--- src/rtl/multi_arbiter.sv ---
// multi_arbiter: round-robin front-end sharing one pipelined multiplier between R requesters
module multi_arbiter #(
  parameter int M   = 4,
  parameter int N   = 4,
  parameter int R   = 4,
  parameter int LAT = 4
) (
  input  logic             clk,
  input  logic             rst_n,
  input  logic [R-1:0]     req_valid,
  input  logic [R*M-1:0]   req_a,
  input  logic [R*N-1:0]   req_b,
  output logic [R-1:0]     req_ready,
  output logic [M-1:0]     mul_a,
  output logic [N-1:0]     mul_b,
  output logic             mul_en,
  input  logic [M+N-1:0]   mul_result,
  output logic [R-1:0]     res_valid,
  output logic [M+N-1:0]   res_data,
  output logic             busy
);
  localparam int LW = $clog2(R);
  localparam int TW = LAT * LW;
  logic [LW-1:0]  last_q, last_d, id_q, id_d, gnt_id, idx, out_id;
  logic [R-1:0]   gnt, res_valid_q, res_valid_d;
  logic           found, xfer, mul_en_q, mul_en_d;
  logic [M-1:0]   mul_a_q, mul_a_d;
  logic [N-1:0]   mul_b_q, mul_b_d;
  logic [LAT-1:0] tv_q, tv_d;
  logic [TW-1:0]  tid_q, tid_d;
  logic [M+N-1:0] res_data_q, res_data_d;
  // search starts just past the last winner and wraps modulo R
  always_comb begin
    gnt = '0;
    gnt_id = last_q;
    found = 1'b0;
    idx = '0;
    for (int k = 1; k <= R; k++) begin
      idx = LW'((int'(last_q) + k) % R);
      if (!found && req_valid[idx] && rst_n) begin
        found = 1'b1;
        gnt[idx] = 1'b1;
        gnt_id = idx;
      end
    end
  end
  always_comb begin
    xfer = |gnt;
    last_d = xfer ? gnt_id : last_q;
    mul_en_d = xfer;
    mul_a_d = xfer ? req_a[gnt_id*M +: M] : mul_a_q;
    mul_b_d = xfer ? req_b[gnt_id*N +: N] : mul_b_q;
    id_d = xfer ? gnt_id : id_q;
    tv_d = LAT'({tv_q, mul_en_q});
    tid_d = TW'({tid_q, id_q});
    out_id = tid_q[TW-1 -: LW];
    res_valid_d = tv_q[LAT-1] ? R'(1) << out_id : '0;
    res_data_d = tv_q[LAT-1] ? mul_result : res_data_q;
  end
  always_ff @(posedge clk) begin
    if (!rst_n) begin
      last_q <= LW'(R - 1);
      id_q <= '0;
      mul_en_q <= 1'b0;
      mul_a_q <= '0;
      mul_b_q <= '0;
      tv_q <= '0;
      tid_q <= '0;
      res_valid_q <= '0;
      res_data_q <= '0;
    end else begin
      last_q <= last_d;
      id_q <= id_d;
      mul_en_q <= mul_en_d;
      mul_a_q <= mul_a_d;
      mul_b_q <= mul_b_d;
      tv_q <= tv_d;
      tid_q <= tid_d;
      res_valid_q <= res_valid_d;
      res_data_q <= res_data_d;
    end
  end
  assign req_ready = gnt;
  assign mul_a     = mul_a_q;
  assign mul_b     = mul_b_q;
  assign mul_en    = mul_en_q;
  assign res_valid = res_valid_q;
  assign res_data  = res_data_q;
  assign busy      = mul_en_q | (|tv_q);
endmodule

--- config.mk ---
export PLATFORM = sky130hd
export DESIGN_NAME = multi_arbiter
export DESIGN_NICKNAME = d
export VERILOG_FILES = /design/src/rtl/multi_arbiter.sv
export SDC_FILE = /design/constraint.sdc
export NUM_CORES = 1
export LEC_CHECK = 0
export CAP_MARGIN = 20
export CORE_MARGIN = 3
export CORE_UTILIZATION = 41
export CTS_CLUSTER_DIAMETER = 40
export DETAILED_ROUTE_END_ITERATION = 16
export PLACE_DENSITY = 0.76
export SETUP_SLACK_MARGIN = 0.4
export SLEW_MARGIN = 20
export SYNTH_ARGS = -nofsm -noshare
export SYNTH_HDL_FRONTEND = slang
export SYNTH_SLANG_ARGS = --single-unit
--- constraint.sdc ---
create_clock -name clk -period 3.5 [get_ports clk]
set_input_delay 0.525 -clock clk [delete_from_list [all_inputs] [get_ports clk]]
set_output_delay 0.525 -clock clk [all_outputs]
set_load 0.03 [all_outputs]
[Word-level counts from Yosys, hierarchy flattened]
Index checks and enable logic that the tools add are counted.
Operators by class
  add/sub/neg operators: 4
  order comparisons: 8
  shifts and indexed selects: 3
  mux-type cells: 27
  bitwise logic cells: 4
  reduce and logical (&&, ||, !) cells: 17
Operators with widths (number)
  16-bit by 5-bit variable part select with 4-bit output: 2
  4-bit 2-to-1 mux: 4
  2-bit by 3-bit < comparator with 1-bit output, second input constant: 4
  4-bit bitwise OR: 3
  1-bit logical AND: 11
  1-bit 2-to-1 mux: 11
  1-bit binary-select mux with 2-bit select: 4
  1-bit demux with 2-bit select: 4
  2-bit by 1-bit >= comparator with 1-bit output, second input constant: 4
  2-bit 2-to-1 mux: 4
  4-bit OR reduction: 2
  2-bit by 1-bit adder with 2-bit output, second input constant: 2
  2-bit adder, second input constant: 2
  1-bit by 2-bit left shift with 4-bit output, first input constant: 1
  1-bit logical NOT: 3
  2-bit AND reduction: 1
  1-bit bitwise OR: 1
Word-level totals
  flip-flop bits (word level): 37
  input bits: 46
  output and inout bits: 26
  logic and storage cells: 72

[Logic depth before layout (Yosys ltp)]
  depth after elaboration: 18
  gate-level depth with buffers: 13
  gate-level depth less buffers: 9

[Worst setup path before layout]
No wires, ideal clock.
  path kind: flip-flop to flip-flop
  start point: reg last_q[0]
  end point: reg last_q[0]
  library setup time: 123 ps
  arrival: 3555 ps
  data required time: 3377 ps
  setup slack: -178 ps
  cell stages (with the launch flop): 14
  path buffers: 4
  period minus slack after synthesis: 3678 ps
  cells stage by stage: dfxtp_1 buf_8 buf_2 inv_1 ha_1 clkbuf_4 nand2_1 a2bb2oi_1 mux2i_1 o221ai_1 or4_1 buf_6 o221ai_2 mux2_1
On the way
  word-level cells in the longest chain between the ends: 18
  elaborated cells between the ends (all ways): 57
  those cells by class: 4 x add/sub; 8 x order compare; 27 x mux; 3 x bitwise; 15 x reduce/logical
RTL lines
  from (decl): line 24  | logic [LW-1:0] last_q, last_d, id_q, id_d, gnt_id, idx, out_id;
  from (signal assigned): line 62  | last_q <= LW'(R - 1);
  from (signal assigned): line 72  | last_q <= last_d;
  branches (longest 16 deep; another with 2-bit by 3-bit < comparator with 1-bit output)
  4-bit 2-to-1 mux (*): line 40  | if (!found && req_valid[idx] && rst_n) begin
  named net req_ready[2]: line 13  | output logic [R-1:0] req_ready,
  4-bit OR reduction (*): line 48  | xfer = |gnt;
Mark *: on every way through the listed nets, which the timed path passes. The select of a mux whose other input is x is not followed.
A chain may end at the register's enable or synchronous reset.

[Final worst setup path]
  start point: reg last_q[0]
  end point: reg id_q[0]
On the way
  word-level cells in the longest chain between the ends: 18
  elaborated cells between the ends (all ways): 57
  those cells by class: 4 x add/sub; 8 x order compare; 27 x mux; 3 x bitwise; 15 x reduce/logical
RTL lines
  branches (longest 18 deep; another with 2-bit by 3-bit < comparator with 1-bit output)
  to (signal assigned): line 73  | id_q <= id_d;
  to (decl): line 24
Parallel ways; which one is timed is not known. The select of a mux whose other input is x is not followed.

==> metrics.txt <==
Worst-path clk slew approximately 0.070 ns; LEAKAGE between 1 and 1.5 nW; final net count 333; Max VDD drop 0.311 mV; Synth cell types 50; Worst-Skew Late Latency 0.28 ns; worst path arrival time approximately 3 ns; Hold Path End tid_q[3]; Tmin final 2.89 ns; syn nets 259; max-cap violations 0; sequential element share of the synthesized area 0.350; # DRC 0; Synth Flop Type dfxtp_1; Cell Rows 25; CTS buffer count 5; Setup TNS Final 0 ns; total power approximately 2.2 mW; die height between 70 and 80 um; Antenna Nets Post-Route 0; Total Routed Length about 4700 um; non-filler cells, final 347; placed insts approximately 340; CP required around 3.7 ns; root buf cell clkbuf_8; first-pass GRT wire length between 8000 and 9000 um; largest net degree at the start of global routing 20; global placement routability congestion between 0.9 and 1; Min-Delay Path Class flip-flop to flip-flop; die footprint a little over 6000 um2; antenna fix cells 0; I/O pin cnt 72; Via density 4.97; vias in the first global route about 1,800; Detailed Routing Iterations Pass 1 4; Final period util 0.826; Gate Count Post-Synth 205; via count 1,725; Core ar. 4850 um2; yosys warns 0; Post-synth EDFFs 0; CTS sink count 37; Worst setup EP type flip-flop; total track usage 0.167; number of I/O port buffers slightly above 70; Initial Util 0.436; R2R Setup Slk 0.61 ns; DR WL/cell 13.6 um; final setup vio count 0; RSZ-0062 raised after global routing no; status complete, no violations; Pwr Density 739 nW/um2; Hold Path Stages 1; synthesized area 2110 um2; TritonCTS clock tree yes; die width about 78 um; initial DRC count about 100; layout cells sized above 1 0.175; Relative slew margins 0.517; Mean Syn Cell Area 10.3 um2; Clock Path Buffers 2; post-DP HPWL around 3600 um; startpoint class of the critical path flip-flop; final hold vios 0; number of synthesized register bits 37; r2r worst-path depth 10; Async SR Flop Fraction 0; Setup CP Type flip-flop to flip-flop; Max Fclk ~0.35 GHz; worst-path fanout max 19; HP Start tid_q[1]; antenna violations before repair 0; Area growth syn-to-layout 43.9%; H-tree depth 2; launch point of the worst reg-to-reg path last_q[0]; RR Endpoint id_q[0]; final slew viol count 0; worst slew pin tran 0.724 ns; Final Skew between 0.0015 and 0.002 ns; GR Overflow Total 0
## Yosys cell counts, drive strengths merged, types with 2 or more instances
| cell | number | share of area |
|---|---|---|
| nor3b | 3 | 0.011 |
| o21ai | 3 | 0.0071 |
| nand3 | 4 | 0.0095 |
| mux2 | 11 | 0.062 |
| o211ai | 2 | 0.0095 |
| o32ai | 4 | 0.017 |
| nor2b | 2 | 0.0059 |
| and2 | 13 | 0.040 |
| dfxtp | 37 | 0.35 |
| nand2b | 2 | 0.0059 |
| clkbuf | 7 | 0.020 |
| nor3 | 3 | 0.0071 |
| ha | 8 | 0.047 |
| nand2 | 14 | 0.025 |
| inv | 7 | 0.012 |
| nor2 | 14 | 0.025 |
| o221ai | 5 | 0.024 |
| mux2i | 40 | 0.19 |
| buf | 8 | 0.038 |
| a2bb2oi | 2 | 0.0083 |
## critical path, cell delays in order, from the launching register on
cell and delay [ns]:
dfxtp_4 0.49, clkinvlp_4 0.17, ha_4 0.36, nor2b_4 0.06, a2bb2oi_4 0.22, mux2i_1 0.29
o221ai_2 0.14, or4_1 0.58, buf_4 0.24, nor2_1 0.14, a211oi_2 0.06
## per-layer routing
metal | wire length (um) | global-route usage | part of all wire | up-vias
met5 | 0 | 0 | 0 | -
met3 | 373 | 0.0603 | 0.079 | 4
met4 | 42 | 0.0587 | 0.0089 | 0
met1 | 2200 | 0.212 | 0.46 | 787
met2 | 2120 | 0.259 | 0.45 | 55
li1 | - | - | - | 879
## cells in the final DEF, fill, tap and decap left out, types with 2 or more instances in the layout
master,instances
clkinvlp_4,2
mux2_4,2
clkdlybuf4s50_1,62
and2_1,12
o221ai_2,5
inv_1,6
nor3b_1,3
ha_1,7
dlymetal6s2s_1,4
mux2i_1,39
mux2_2,4
nand2_1,13
nand3_1,4
mux2_1,5
dfxtp_1,36
buf_4,15
o21ai_0,2
clkinv_2,2
o32ai_1,4
nand2b_1,2
clkbuf_8,5
nor3_1,3
nor2_1,14
## where the power goes
group / switching, mW / internal (mW) / leakage, nW / total [mW]
sequential: 0.0707 / 0.518 / 0.303 / 0.589
combinational: 0.716 / 0.660 / 0.886 / 1.38
clock: 0.147 / 0.137 / 0.0439 / 0.284
total: 0.934 / 1.32 / 1.23 / 2.25
## sequential cells by signal (all words and copies together), names as in the netlist, 2 cells and up
register   cells
tv_q           4
tid_q          8
res_data       8
id_q           2
last_q         2
mul_b          4
mul_a          4
res_valid      4
## repair_timing
action | 4_1_cts | 5_1_grt
hold buffers | 0 | 0
pin swaps | 0 | 1
hold endpoints to repair | 0 | 0
setup buffers | 0 | 0
endpoints found under the setup margin | 4 | 7
gates resized for setup | 2 | 7
## how the worst max path moves through the flow
stage | start | endpoint | slack [ns] | depth (start not counted)
2_1_floorplan | last_q[0] | last_q[0] | 0.37 | 13
3_3_place_gp | req_valid[1] | id_q[1] | 0.30 | 9
3_5_place_dp | req_valid[2] | id_q[0] | 0.26 | 10
4_1_cts | req_valid[3] | req_ready[3] | 0.45 | 6
5_1_grt | last_q[0] | last_q[1] | 0.46 | 10
6_report | last_q[0] | id_q[0] | 0.61 | 10
## cell type report
cell class | instances | area [um2]
multi-input combinational | 146 | 1310
clock buffer | 5 | 68.8
tap | 67 | 83.8
sequential | 37 | 744
clock inverter | 3 | 17.5
inverter | 7 | 30.0
timing repair buffer | 82 | 792
fill | 419 | 1810
## cells by family (layout without fill, tap and decap cells)
logic type / Yosys count / in the layout / share of synthesized area
AOI/OAI and AO/OA: 25 / 25 / 0.109
buffers and inverters: 22 / 97 / 0.0710
xor gates and xnor gates: 1 / 1 / 0.0130
DFF: 37 / 37 / 0.350
muxes: 52 / 52 / 0.262
adders and majority gates: 8 / 8 / 0.0473
and+or+nand+nor: 60 / 60 / 0.147
## stage by stage
step	hold slack, ns	area, um2	util	worst slack (ns)
floorplan	0.412	2200	-	0.366
global route	0.448	3040	0.628	0.460
global placement	0.414	2930	0.604	0.297
CTS	0.441	3020	0.622	0.446
finish	0.437	3040	0.628	0.608
detailed placement	0.420	2930	0.604	0.255
Note: power is estimated with default switching activity, not from simulation.
